$ cat config.mk
export PLATFORM = sky130hd
export DESIGN_NAME = pattern_scan_ctrl
export DESIGN_NICKNAME = d
export VERILOG_FILES = /design/src/rtl/pattern_scan_ctrl.sv
export SDC_FILE = /design/constraint.sdc
export NUM_CORES = 1
export LEC_CHECK = 0
export BUFFER_PORTS_ARGS = -buffer_cell sky130_fd_sc_hd__buf_2
export CORE_UTILIZATION = 45
export DETAILED_ROUTE_END_ITERATION = 6
export PLACE_DENSITY = 0.68
export SLEW_MARGIN = 0
export SYNTH_ARGS = -nofsm -noshare
export SYNTH_HDL_FRONTEND = slang
export SYNTH_SLANG_ARGS = --single-unit
$ cat constraint.sdc
create_clock -name clk -period 1.9 [get_ports clk]
set_clock_uncertainty 0.2 [all_clocks]
set_input_delay 0.095 -clock clk [delete_from_list [all_inputs] [get_ports clk]]
set_output_delay 0.095 -clock clk [all_outputs]
set_load 0.02 [all_outputs]
$ cat src/rtl/pattern_scan_ctrl.sv
// Programmable serial pattern-scan controller.
// Latches a target pattern and window length on start, then scans exactly
// win_len accepted stream bits, pulsing match for each (overlapping)
// occurrence, counting occurrences, and pulsing done on normal completion.
module pattern_scan_ctrl #(
    parameter int PAT_W = 4,
    parameter int CNT_W = 8
) (
    input  logic             clk,
    input  logic             reset,
    input  logic             start,
    input  logic             abort,
    input  logic [PAT_W-1:0] pat_in,
    input  logic [CNT_W-1:0] win_len,
    input  logic             a,
    input  logic             a_valid,
    output logic             busy,
    output logic             match,
    output logic [CNT_W-1:0] match_cnt,
    output logic             done
);

    localparam int FILL_W = $clog2(PAT_W);
    localparam logic [FILL_W-1:0] FILL_MAX = FILL_W'(PAT_W - 1);

    typedef enum logic [1:0] {
        IDLE = 2'd0,
        RUN  = 2'd1,
        DONE = 2'd2
    } state_t;

    state_t             state;
    logic [PAT_W-1:0]   pat_q;
    logic [CNT_W-1:0]   len_q;
    logic [CNT_W-1:0]   bit_cnt;
    logic [PAT_W-2:0]   hist;
    logic [FILL_W-1:0]  fill;

    logic [PAT_W-1:0]   shifted;
    logic               take;
    logic               hit;
    logic               last_bit;

    // Qualify the incoming bit and evaluate hit / window-end for this cycle.
    always_comb begin
        shifted  = {hist, a};
        take     = (state == RUN) && a_valid && !abort;
        hit      = take && (fill == FILL_MAX) && (shifted == pat_q);
        last_bit = take && ((bit_cnt + CNT_W'(1)) == len_q);
    end

    // Scan sequencer with registered busy/match/done outputs.
    always_ff @(posedge clk) begin
        if (!reset) begin
            state     <= IDLE;
            busy      <= 1'b0;
            match     <= 1'b0;
            done      <= 1'b0;
            match_cnt <= '0;
            pat_q     <= '0;
            len_q     <= '0;
            hist      <= '0;
            fill      <= '0;
            bit_cnt   <= '0;
        end else begin
            match <= 1'b0;
            done  <= 1'b0;
            case (state)
                IDLE: begin
                    if (start) begin
                        pat_q     <= pat_in;
                        len_q     <= win_len;
                        hist      <= '0;
                        fill      <= '0;
                        bit_cnt   <= '0;
                        match_cnt <= '0;
                        if (win_len != '0) begin
                            state <= RUN;
                            busy  <= 1'b1;
                        end else begin
                            state <= DONE;
                            done  <= 1'b1;
                        end
                    end
                end
                RUN: begin
                    if (abort) begin
                        state <= IDLE;
                        busy  <= 1'b0;
                    end else if (a_valid) begin
                        hist    <= shifted[PAT_W-2:0];
                        bit_cnt <= bit_cnt + CNT_W'(1);
                        if (fill != FILL_MAX)
                            fill <= fill + FILL_W'(1);
                        if (hit) begin
                            match     <= 1'b1;
                            match_cnt <= match_cnt + CNT_W'(1);
                        end
                        if (last_bit) begin
                            state <= DONE;
                            busy  <= 1'b0;
                            done  <= 1'b1;
                        end
                    end
                end
                DONE: begin
                    state <= IDLE;
                end
                default: begin
                    state <= IDLE;
                    busy  <= 1'b0;
                end
            endcase
        end
    end

endmodule

==> impl_results.html <==
<table>
<tr><th>Metric</th><th>Value</th></tr>
<tr><th colspan="2">Yosys</th></tr>
<tr><td>Prevailing post-synth register cell</td><td>dfxtp_1</td></tr>
<tr><td>Library cell occupying the most area in the post-synthesis netlist</td><td>dfxtp_1</td></tr>
<tr><td>Area fraction in compound gates after synthesis</td><td>0.1641</td></tr>
<tr><td>Sequential cell area fraction in the yosys report</td><td>0.4105</td></tr>
<tr><td>Number of flip-flops and latches in the synthesized netlist</td><td>38</td></tr>
<tr><td>Largest family of logic cells by synthesized area</td><td>simple AND/OR/NAND/NOR gates</td></tr>
<tr><td>Largest cells by area after synthesis</td><td>dfxtp_1 (41%), a21oi_1 (7.0%), nand2_1 (6.9%)</td></tr>
<tr><td>Proportion of synthesized flip-flops having asynchronous set or reset</td><td>0</td></tr>
<tr><td>Post-synthesis net count</td><td>246</td></tr>
<tr><td>Adder-cell share of the synthesized area</td><td>0.02026</td></tr>
<tr><td>Number of distinct standard cells referenced by the synthesized netlist</td><td>42</td></tr>
<tr><td>Number of warnings issued by yosys</td><td>0</td></tr>
<tr><td>Area fraction of the dominant cell type after synthesis</td><td>0.4105</td></tr>
<tr><td>Dominant cell by count in the synthesized netlist</td><td>dfxtp_1</td></tr>
<tr><td>Synth Area per Inst</td><td>8.236 um^2</td></tr>
<tr><td>Simple-gate share of the synthesized area</td><td>0.2870</td></tr>
<tr><td>Cell types with the highest counts after synthesis</td><td>dfxtp_1 (38), nand2_1 (34), a21oi_1 (26)</td></tr>
<tr><td>Area of the mapped netlist</td><td>~1900 um^2</td></tr>
<tr><td>Number of enable flip-flop cells after synthesis</td><td>0</td></tr>
<tr><td>Share of the synthesized netlist area taken by xor and xnor gates</td><td>0.08035</td></tr>
<tr><td>Syn Inst Count</td><td>approximately 230</td></tr>
<tr><td>Multiplexer area fraction after synthesis</td><td>0.01080</td></tr>
<tr><th colspan="2">Layout</th></tr>
<tr><td>Final Util</td><td>0.6845</td></tr>
<tr><td>Number of inserted filler cells in the final layout</td><td>between 300 and 400</td></tr>
<tr><td>Net count, final</td><td>roughly 320</td></tr>
<tr><td>Area of all placed cells without fillers</td><td>around 2600 um^2</td></tr>
<tr><td>Fraction of layout instances using a drive strength above 1</td><td>0.3333</td></tr>
<tr><td>Number of antenna repair diodes</td><td>0</td></tr>
<tr><td>Sequential cell area in the final layout</td><td>~780 um^2</td></tr>
<tr><td>Combined area of the multi-input logic cells</td><td>~1100 um^2</td></tr>
<tr><td>Signed area change from the synthesized netlist to the final layout</td><td>40.31%</td></tr>
<tr><td>Final standard cell count with taps included and fillers excluded</td><td>between 300 and 400</td></tr>
<tr><th colspan="2">Pwr</th></tr>
<tr><td>Tot Pwr</td><td>1678 uW</td></tr>
<tr><td>Total leakage power</td><td>0.001083 uW</td></tr>
<tr><td>Cell area power density</td><td>~650 nW/um^2</td></tr>
<tr><td>Maximum vdd ir drop</td><td>roughly 430 uV</td></tr>
<tr><th colspan="2">Drt</th></tr>
<tr><td>Iteration count of the initial detailed-routing pass</td><td>4</td></tr>
<tr><td>WL per Instance</td><td>13.81 um</td></tr>
<tr><td>Number of nets with antenna violations after detailed routing</td><td>0</td></tr>
<tr><td>Via density</td><td>5.348</td></tr>
<tr><td>Detailed router's first-iteration violation count</td><td>slightly below 80</td></tr>
<tr><td>Total Wirelength</td><td>about 4.8 mm</td></tr>
<tr><td>Total via count in the routed design</td><td>around 1800</td></tr>
<tr><td>DRC Markers</td><td>0</td></tr>
<tr><th colspan="2">Clock network</th></tr>
<tr><td>Clock input transition at the sequential cells of the worst setup and hold paths</td><td>about 0.070 ns</td></tr>
<tr><td>TritonCTS buffer count</td><td>5</td></tr>
<tr><td>Later-pin clock latency in the skew report</td><td>0.29 ns</td></tr>
<tr><td>Sinks on the clock net</td><td>38</td></tr>
<tr><td>CTS tree</td><td>yes</td></tr>
<tr><td>Largest buffer count on any clock path</td><td>2</td></tr>
<tr><td>H-Tree Level Count</td><td>2</td></tr>
<tr><td>Clock Tree Root</td><td>clkbuf_8</td></tr>
<tr><th colspan="2">Critical path</th></tr>
<tr><td>Crit path launch type</td><td>register</td></tr>
<tr><td>Required time of the critical path</td><td>about 1.9 ns</td></tr>
<tr><td>Kind of critical path</td><td>register to register</td></tr>
<tr><td>Worst Path Arrival</td><td>~2.0 ns</td></tr>
<tr><td>Flop2flop setup slack</td><td>-0.05 ns</td></tr>
<tr><td>Endpoint class of the critical path</td><td>register</td></tr>
<tr><td>Highest fanout seen on the critical path</td><td>5</td></tr>
<tr><th colspan="2">Timing</th></tr>
<tr><td>Final max-slew violation count</td><td>0</td></tr>
<tr><td>Hold Violations, Final</td><td>0</td></tr>
<tr><td>Final period util</td><td>1.025</td></tr>
<tr><td>Count of endpoints failing setup in the final report</td><td>1</td></tr>
<tr><td>Worst Slack Setup Final</td><td>-0.04817 ns</td></tr>
<tr><td>Pin slew with the least headroom to its limit</td><td>between 0.7 and 0.8 ns</td></tr>
<tr><td>F_max</td><td>513.3 MHz</td></tr>
<tr><td>Slew headroom</td><td>0.5258</td></tr>
<tr><td>RSZ-0062 raised after global routing</td><td>true</td></tr>
<tr><td>Post-route minimum period</td><td>1.948 ns</td></tr>
<tr><th colspan="2">Placed design</th></tr>
<tr><td>DP Wirelength</td><td>about 3 mm</td></tr>
<tr><td>Count of placed standard cells including taps</td><td>between 300 and 400</td></tr>
<tr><td>Post-DP Area</td><td>approximately 2200 um^2</td></tr>
<tr><td>Count of input and output buffers</td><td>28</td></tr>
<tr><td>Gpl congestion</td><td>0.7999</td></tr>
<tr><th colspan="2">Die</th></tr>
<tr><td>Horizontal die dimension</td><td>approximately 66 um</td></tr>
<tr><td>Placement row count</td><td>22</td></tr>
<tr><td>Starting utilization of the core area</td><td>0.4878</td></tr>
<tr><td>Vertical extent of the die</td><td>66.17 um</td></tr>
<tr><td>Floorplan die area</td><td>around 4400 um^2</td></tr>
<tr><td>Core region area</td><td>about 3800 um^2</td></tr>
<tr><td>Boundary Pins</td><td>29</td></tr>
<tr><th colspan="2">Global route</th></tr>
<tr><td>Gr ovfl total</td><td>0</td></tr>
<tr><td>GRT Total Usage</td><td>0.2331</td></tr>
<tr><td>Via count of the first global-routing pass</td><td>around 1700</td></tr>
<tr><td>Largest net degree at the start of global routing</td><td>30</td></tr>
<tr><td>First-pass GRT wire length</td><td>roughly 7.7 mm</td></tr>
<tr><td>Number of antenna violations at the first check in global routing</td><td>0</td></tr>
<tr><th colspan="2">Run status</th></tr>
<tr><td>Failing checks</td><td>setup timing</td></tr>
<tr><td>Status</td><td>complete, but fails checks</td></tr>
<tr><th colspan="2">Flow run</th></tr>
<tr><td>Max-capacitance violation count</td><td>0</td></tr>
<tr><th colspan="2">Min path</th></tr>
<tr><td>Worst min-delay path category</td><td>input pin to register</td></tr>
</table>
-- worst max-delay path, stage by stage (launching register included) --
cell	delay, ns
dfxtp_2	0.33
nor2b_4	0.16
nand3b_4	0.11
nor4_4	0.41
nand4_2	0.16
or4_4	0.44
nand2_2	0.08
-- logic make-up after synthesis --
logic type	after synthesis
flops	38
simple gates	101
mux	2
xor+xnor	17
fa+ha+maj	3
compound gates	51
buf+inv	13
-- metrics by stage --
| step | setup TNS, ns | setup slack [ns] | hold slack, ns |
|---|---|---|---|
| final | -0.04817 | -0.04817 | 0.04534 |
| after global routing | -0.2620 | -0.1050 | 0.06948 |
| after CTS | -0.004148 | -0.004148 | 0.01761 |
| after detailed placement | -0.1991 | -0.06835 | 0.1436 |
| after global placement | -0.05822 | -0.03093 | 0.1374 |
| after floorplan | -0.001831 | -0.001831 | -0.001845 |
-- layout make-up --
type / count / share of cell area
flip-flops and latches: 38 / 0.2988
multi-input cells: 174 / 0.4384
clock buffers: 6 / 0.02791
repair buffers: 75 / 0.2050
clock inverters: 2 / 0.003850
well taps: 48 / 0.02310
inverters: 2 / 0.002887
-- where the power goes --
group,switching (uW),total [uW],internal [uW]
sequential,20.1,843,823
combinational,146,283,137
clock,297,551,255
total,463,1680,1210
-- metal layers --
layer	vias to the layer above	GRT usage	part of all wire	wire length (um)
li1	937	-	-	-
met1	873	0.2992	0.47	2240
met2	30	0.3648	0.48	2306
met3	5	0.06897	0.032	153
met4	0	0.09043	0.013	63
met5	-	0	0	0
-- cell usage in the layout (no fill, tap or decap), types with 3 or more instances in the layout --
cell,netlist,final
nor3_1,4,3
xnor2_1,10,10
buf_4,0,31
dfxtp_4,0,3
dlygate4sd3_1,0,16
a22oi_1,4,4
nand2_2,0,4
a21oi_1,26,22
nand3_1,4,3
xor2_1,7,7
a31oi_1,3,3
o21ai_0,8,7
dfxtp_1,38,31
nand4_1,6,6
nor3b_1,4,4
nor2_1,24,24
nand2b_1,4,4
clkbuf_8,0,5
buf_2,0,28
nand2_1,34,30
dfxtp_2,0,4
a21oi_2,0,3
-- registers in the layout, indices dropped and copies added (netlist names) --
signal	cells
pat_q	4
bit_cnt	8
match	1
state	2
busy	1
fill	2
hist	3
len_q	8
done	1
match_cnt	8
-- final timing paths --
| kind | to | from | cells after the start |
|---|---|---|---|
| setup / recovery | match_cnt[7] | state[0] | 6 |
| hold / removal | state[0] | win_len[7] | 5 |
| setup reg to reg | match_cnt[7] | state[0] | 6 |
| hold reg to reg | len_q[3] | len_q[3] | 2 |
-- what timing repair did --
item,in CTS,in global routing
gates resized for setup,9,20
pin swaps,3,7
setup endpoints to repair,5,12
hold buffers,16,0
setup buffers,4,4
endpoints found under the hold margin,23,0
gates cloned,0,0
No activity file was read; power rests on OpenSTA's default activity.
